<file path="src/rtl/m_cu_addr_gen.sv">
// -----------------------------------------------------------------------------
// m_cu_addr_gen
// Memory control unit front end. Accepts one load/store command at a time from
// the scheduler, walks the element count and emits one memory request per
// element. Store requests are paced by the lanes presenting store data. Load
// requests are limited by the number of responses still outstanding.
//
// Optional feature macro: INDEXED_LD_ST_EN
//   defined     : indexed mode is legal, element address = base + idx_data_i
//   not defined : an indexed command is rejected with an err_o pulse;
//                 idx_rdy_o is tied low and the idx_* inputs are unused
//
// Ports
//   clk, rstn            clock, synchronous active-low reset
//   mcu_*_i / mcu_*_o    scheduler command handshake and command fields
//   vl_i                 element count, sampled with the command
//   mcu_ld_buffered_o    no load requests outstanding or still to be issued
//   req_*                memory request port (valid/ready, addr, we, size)
//   st_data_vld_i/rdy_o  store element handshake with the vector lanes
//   rsp_vld_i            one load response returned
//   idx_*                index element handshake (indexed mode only)
//   err_o                one-cycle pulse: illegal command dropped
// -----------------------------------------------------------------------------
module m_cu_addr_gen #(
  parameter int VLEN      = 4096,
  parameter int VLANE_NUM = 16,
  parameter int MAX_OUTST = 8
) (
  input  logic        clk,
  input  logic        rstn,
  input  logic        mcu_ld_vld_i,
  input  logic        mcu_st_vld_i,
  input  logic [31:0] mcu_base_addr_i,
  input  logic [31:0] mcu_stride_i,
  input  logic [2:0]  mcu_data_width_i,
  input  logic        mcu_unit_ld_st_i,
  input  logic        mcu_strided_ld_st_i,
  input  logic        mcu_idx_ld_st_i,
  input  logic [31:0] vl_i,
  output logic        mcu_ld_rdy_o,
  output logic        mcu_st_rdy_o,
  output logic        mcu_ld_buffered_o,
  output logic        req_vld_o,
  input  logic        req_rdy_i,
  output logic [31:0] req_addr_o,
  output logic        req_we_o,
  output logic [1:0]  req_size_o,
  input  logic        st_data_vld_i,
  output logic        st_data_rdy_o,
  input  logic        rsp_vld_i,
  input  logic        idx_vld_i,
  input  logic [31:0] idx_data_i,
  output logic        idx_rdy_o,
  output logic        err_o
);

  localparam int OW = $clog2(MAX_OUTST) + 1;
  localparam logic [OW-1:0] MAX_OUTST_Q = OW'(MAX_OUTST);
  // Largest element count a vector register group can hold (VLEN*8 bits / 8).
  localparam logic [31:0] MAX_ELEM = 32'(VLEN);
  // Lane count only documents the surrounding datapath.
  localparam int unused_lanes_lp = VLANE_NUM;

  typedef enum logic [1:0] {
    S_IDLE  = 2'd0,
    S_ISSUE = 2'd1,
    S_DRAIN = 2'd2
  } state_e;

  state_e       state_q, state_d;
  logic [31:0]  base_q, base_d;
  logic [31:0]  addr_q, addr_d;
  logic [31:0]  step_q, step_d;
  logic [31:0]  cnt_q, cnt_d;
  logic [1:0]   size_q, size_d;
  logic         we_q, we_d;
  logic         idx_q, idx_d;
  logic         err_q, err_d;
  logic [OW-1:0] outst_q, outst_d;

  logic         cmd_vld_s;
  logic         width_ok_s;
  logic         mode_ok_s;
  logic [1:0]   dec_size_s;
  logic         rsp_eff_s;
  logic         room_s;
  logic         elem_rdy_s;
  logic         fire_s;
  logic         ld_fire_s;

  // Decode the RVV width code and check that exactly one legal mode bit is set.
  always_comb begin
    dec_size_s = 2'd0;
    width_ok_s = 1'b1;
    mode_ok_s  = 1'b0;
    case (mcu_data_width_i)
      3'b000:  dec_size_s = 2'd0;
      3'b101:  dec_size_s = 2'd1;
      3'b110:  dec_size_s = 2'd2;
      default: width_ok_s = 1'b0;
    endcase
    case ({mcu_idx_ld_st_i, mcu_strided_ld_st_i, mcu_unit_ld_st_i})
      3'b001:  mode_ok_s = 1'b1;
      3'b010:  mode_ok_s = 1'b1;
`ifdef INDEXED_LD_ST_EN
      3'b100:  mode_ok_s = 1'b1;
`else
      3'b100:  mode_ok_s = 1'b0;
`endif
      default: mode_ok_s = 1'b0;
    endcase
  end

  assign cmd_vld_s = (mcu_ld_vld_i | mcu_st_vld_i) & (state_q == S_IDLE);

  // A response arriving with nothing outstanding is stale and ignored; a valid
  // same-cycle response frees a slot for a new load request.
  assign rsp_eff_s = rsp_vld_i & (outst_q != '0);
  assign room_s    = (outst_q < MAX_OUTST_Q) | rsp_eff_s;

  // Per-element readiness: stores wait for lane data, loads for a free slot.
  always_comb begin
    elem_rdy_s = we_q ? st_data_vld_i : room_s;
`ifdef INDEXED_LD_ST_EN
    if (idx_q) begin
      elem_rdy_s = idx_vld_i & (we_q ? st_data_vld_i : room_s);
    end else begin
      elem_rdy_s = we_q ? st_data_vld_i : room_s;
    end
`endif
  end

  assign fire_s    = req_vld_o & req_rdy_i;
  assign ld_fire_s = fire_s & ~we_q;

  // Outstanding load counter: simultaneous issue and response cancel out.
  always_comb begin
    outst_d = outst_q;
    if (ld_fire_s && !rsp_eff_s) begin
      outst_d = outst_q + OW'(1);
    end else if (!ld_fire_s && rsp_eff_s) begin
      outst_d = outst_q - OW'(1);
    end else begin
      outst_d = outst_q;
    end
  end

  // Next-state logic: command capture, element walk and drain of load responses.
  always_comb begin
    state_d = state_q;
    base_d  = base_q;
    addr_d  = addr_q;
    step_d  = step_q;
    cnt_d   = cnt_q;
    size_d  = size_q;
    we_d    = we_q;
    idx_d   = idx_q;
    err_d   = 1'b0;
    case (state_q)
      S_IDLE: begin
        if (cmd_vld_s) begin
          if (!(width_ok_s && mode_ok_s)) begin
            err_d = 1'b1;
          end else if (vl_i != 32'd0) begin
            state_d = S_ISSUE;
            base_d  = mcu_base_addr_i;
            addr_d  = mcu_base_addr_i;
            step_d  = mcu_strided_ld_st_i ? mcu_stride_i : (32'd1 << dec_size_s);
            cnt_d   = (vl_i > MAX_ELEM) ? MAX_ELEM : vl_i;
            size_d  = dec_size_s;
            we_d    = ~mcu_ld_vld_i;
            idx_d   = mcu_idx_ld_st_i;
          end else begin
            state_d = S_IDLE;
          end
        end else begin
          state_d = S_IDLE;
        end
      end
      S_ISSUE: begin
        if (fire_s) begin
          cnt_d  = cnt_q - 32'd1;
          addr_d = addr_q + step_q;
          if (cnt_q == 32'd1) begin
            state_d = (!we_q && (outst_d != '0)) ? S_DRAIN : S_IDLE;
          end else begin
            state_d = S_ISSUE;
          end
        end else begin
          state_d = S_ISSUE;
        end
      end
      S_DRAIN: begin
        if (outst_d == '0) begin
          state_d = S_IDLE;
        end else begin
          state_d = S_DRAIN;
        end
      end
      default: state_d = S_IDLE;
    endcase
  end

  // State and datapath registers with synchronous active-low reset.
  always_ff @(posedge clk) begin
    if (!rstn) begin
      state_q <= S_IDLE;
      base_q  <= 32'd0;
      addr_q  <= 32'd0;
      step_q  <= 32'd0;
      cnt_q   <= 32'd0;
      size_q  <= 2'd0;
      we_q    <= 1'b0;
      idx_q   <= 1'b0;
      err_q   <= 1'b0;
      outst_q <= '0;
    end else begin
      state_q <= state_d;
      base_q  <= base_d;
      addr_q  <= addr_d;
      step_q  <= step_d;
      cnt_q   <= cnt_d;
      size_q  <= size_d;
      we_q    <= we_d;
      idx_q   <= idx_d;
      err_q   <= err_d;
      outst_q <= outst_d;
    end
  end

  assign mcu_ld_rdy_o      = (state_q == S_IDLE);
  assign mcu_st_rdy_o      = (state_q == S_IDLE) & ~mcu_ld_vld_i;
  assign mcu_ld_buffered_o = ((state_q != S_ISSUE) | we_q) & (outst_q == '0);
  assign req_vld_o         = (state_q == S_ISSUE) & elem_rdy_s;
  assign req_we_o          = we_q;
  assign req_size_o        = size_q;
  assign st_data_rdy_o     = fire_s & we_q;
  assign err_o             = err_q;

`ifdef INDEXED_LD_ST_EN
  assign req_addr_o = ((state_q == S_ISSUE) && idx_q) ? (base_q + idx_data_i) : addr_q;
  assign idx_rdy_o  = fire_s & idx_q;
  logic unused_s;
  assign unused_s = 1'b0;
`else
  assign req_addr_o = addr_q;
  assign idx_rdy_o  = 1'b0;
  logic unused_s;
  assign unused_s = ^{idx_vld_i, idx_data_i, base_q, idx_q};
`endif

endmodule

</file>
<file path="config.mk">
export PLATFORM = sky130hd
export DESIGN_NAME = m_cu_addr_gen
export DESIGN_NICKNAME = d
export VERILOG_FILES = /design/src/rtl/m_cu_addr_gen.sv
export SDC_FILE = /design/constraint.sdc
export NUM_CORES = 1
export LEC_CHECK = 0
export BUFFER_PORTS_ARGS = -buffer_cell sky130_fd_sc_hd__buf_2
export CORE_MARGIN = 3
export CORE_UTILIZATION = 59
export CTS_BUF_LIST = sky130_fd_sc_hd__clkbuf_4
export CTS_CLUSTER_DIAMETER = 40
export CTS_CLUSTER_SIZE = 12
export DETAILED_ROUTE_END_ITERATION = 7
export GPL_TIMING_DRIVEN = 0
export PLACE_DENSITY_LB_ADDON = 0.3
export SYNTH_ARGS = -nofsm -noshare
export SYNTH_HDL_FRONTEND = slang
export SYNTH_SLANG_ARGS = --single-unit
</file>
<file path="constraint.sdc">
create_clock -name clk -period 5.6 [get_ports clk]
set_input_delay 0.28 -clock clk [delete_from_list [all_inputs] [get_ports clk]]
set_output_delay 0.28 -clock clk [all_outputs]
set_load 0.02 [all_outputs]
</file>
==> results.yml <==
run_status:
  status: "finished, final reports clean"
logic_synthesis:
  syn_inst: 866
  synth_top_cell_by_area: "dfxtp_1"
  synthSimpleGateAreaFrac: 0.2269
  synth_top_family_by_area: "compound AO/OA/AOI/OAI gates"
  syn_area_per_cell_um2: 7.832
  synth-main-ff-cell: "dfxtp_1"
  ys_warn_count: 0
  yosysSeqAreaShare: 0.3129
  netlist_top_cells_count: "dfxtp_1, nand2_1, o21ai_0"
  synth_compound_area_frac: 0.3071
  synth-adder-area-share: 0.06752
  synthTopCellsByArea: "dfxtp_1, ha_1, nand2_1"
  async_flop_share: 0
  synth-edff-count: 0
  ys_seq_elements: 106
  yosysTopAreaCellShare: 0.3129
  syn-num-nets: 1044
  synth_cell_types: 67
  synthMuxAreaShare: 0.005903
  syn_area_mm2: 0.006783
  synth_xor_area_frac: 0.03745
die:
  row_count: 38
  core_mm2: 0.01103
  ios: 184
  initial_core_util: 0.6149
  fp.dieH_um: 113.2
  fp.dieW_um: 113.2
  die-area_mm2: 0.01282
global_route:
  grt-ovfl-total: 0
  grt_pass1_wl_um: 33240
  grt_pass1_vias: 6766
  antenna_found_initial: 0
  grtUsageTotal: 0.3196
  grt_max_degree: 17
sta:
  finalHoldViolations: 0
  fmax_mhz: 294.1
  timing.final.crit_share: 0.6071
  relSlewSlack: 0.5148
  tightest_slew_ps: 721.1
  rsz0062_at_grt: "false"
  finClkSkew_ps: 18.65
  period_needed_ps: 3400
  report.final.slew_viol_count: 0
  setup_viol: 0
  setup-tns-final_ps: 0
placement:
  gp_congestion: 0.9456
  dp_hpwl_um: 15530
  port-buffer-count: 147
  dp_cells: 1153
clocking:
  ctsHoldBuffers: 0
  htreeDepth: 3
  cts_sinks: 106
  cts_tree: "done"
  post_cts_resize_count: 0
  path_clk_slew_ps: 180
  cts_buffers: 9
  post_cts_buffers: 0
  cts-root-buf: "clkbuf_4"
  clk_path_buf_depth: 2
  clk_latency_ps: 490
layout:
  synthToLayoutAreaGrowth_pct: 15.64
  nets: 1202
  multi_input_area_mm2: 0.004378
  seq_area_mm2: 0.002122
  n_antenna_cell: 0
  stdcell_count: 1168
  fillers: 978
  drive_gt1_frac: 0.1780
power_and_ir_drop:
  cellPowerDensity_mw_per_mm2: 254.2
  p_leak_nw: 3.666
  peakVddDrop_v: 0.0001827
  p_total_mw: 1.994
setup_path:
  cp_max_fo: 5
  crit_arrival_ps: 3820
  critPathLaunchType: "register"
  required_ps: 6020
  worstSetupEndpointType: "register"
  crit_type: "reg2reg"
drt:
  ant_nets: 0
  first_pass_iters: 6
  route.detailed.drc: 0
  vias_per_cell: 6.248
  wl_per_cell_um: 17.91
  drtIter0Drc: 645
  vias: 7298
  routed_wl_um: 20920
run:
  maxCapViolCount: 0
hold_path:
  min_path_type: "in2reg"
[cell usage in the layout, fill, tap and decap left out, drive strengths merged, types with 5 or more instances in the layout]
cell,count
nor4,17
nand2,106
xor2,12
nand3,42
ha,35
o211ai,20
o21a,7
a22oi,5
nand4,6
nor3b,7
nor2,62
clkbuf,47
o31ai,7
xnor2,17
o211a,23
a21oi,55
a31oi,19
dfxtp,106
a41oi,5
nand3b,5
a21o,21
inv,14
nor2b,17
a21boi,33
o21ai,66
and2,13
buf,166
nor3,18
and3,10
a211oi,9
[routing by layer]
metal	share of wire	GRT usage	wire (um)	vias to the layer above
li1	-	-	-	3513
met1	0.42	0.4199	8724	3348
met2	0.47	0.5253	9772	379
met3	0.087	0.05348	1822	58
met4	0.029	0.1242	605	0
met5	0	0	0	-
[logic make-up after synthesis]
| kind of cell | after synthesis |
|---|---|
| xor+xnor | 29 |
| simple gates | 319 |
| flops | 106 |
| fa+ha+maj | 36 |
| other cells | 1 |
| mux | 4 |
| compound gates | 300 |
| buf+inv | 71 |
[stage by stage]
stage                     worst slack (ps)  area [um^2]  utilization  hold slack, ps
after floorplan                       2796         6783            -           422.6
after global placement                2355         7694       0.6975           445.8
after detailed placement              2331         7694       0.6975           449.2
after CTS                             2261         7844       0.7111           29.42
after global routing                  1896         7844       0.7111           43.98
final                                 2200         7844       0.7111           28.62
[report_power, final]
group          switching (mW)  internal (mW)  total (mW)
logic                   0.425          0.250       0.675
clock network           0.269          0.177       0.446
registers              0.0596          0.813       0.873
total                   0.754           1.24        1.99
[critical path, cell delays in order (launching register included)]
cell       delay [ps]
dfxtp_1           370
ha_1              250
inv_1              80
fa_1              180
nor2b_1            70
o31a_1            280
o31ai_1           390
nand3_1           200
a31oi_1           300
o21ai_1           250
a2111oi_0         420
o21bai_1          150
a211o_1           300
o211ai_1           90
[layout make-up]
cell class	instances	area share
clock inverter	6	0.01053
inverter	14	0.006700
timing repair buffer	147	0.09379
buffer	57	0.02935
multi-input combinational	689	0.5581
sequential	106	0.2705
clock buffer	9	0.008614
tap	140	0.02233
[final timing paths]
| path | startpoint | endpoint | slack, ps | cells past startpoint |
|---|---|---|---|---|
| setup reg to reg | req_addr_o[0] | req_addr_o[28] | 2200 | 13 |
| setup / recovery | req_addr_o[0] | req_addr_o[28] | 2200 | 13 |
| hold reg to reg | cnt_q[30] | cnt_q[30] | 480 | 1 |
| hold / removal | mcu_base_addr_i[18] | req_addr_o[18] | 30 | 3 |
[flip-flops by register name, summed over array words and instances (netlist names)]
register,cells
req_addr_o,32
step_q,32
cnt_q,32
outst_q,4
state_q,2
req_size_o,2
req_we_o,1
err_o,1
Note: power is estimated with default switching activity, not from simulation.
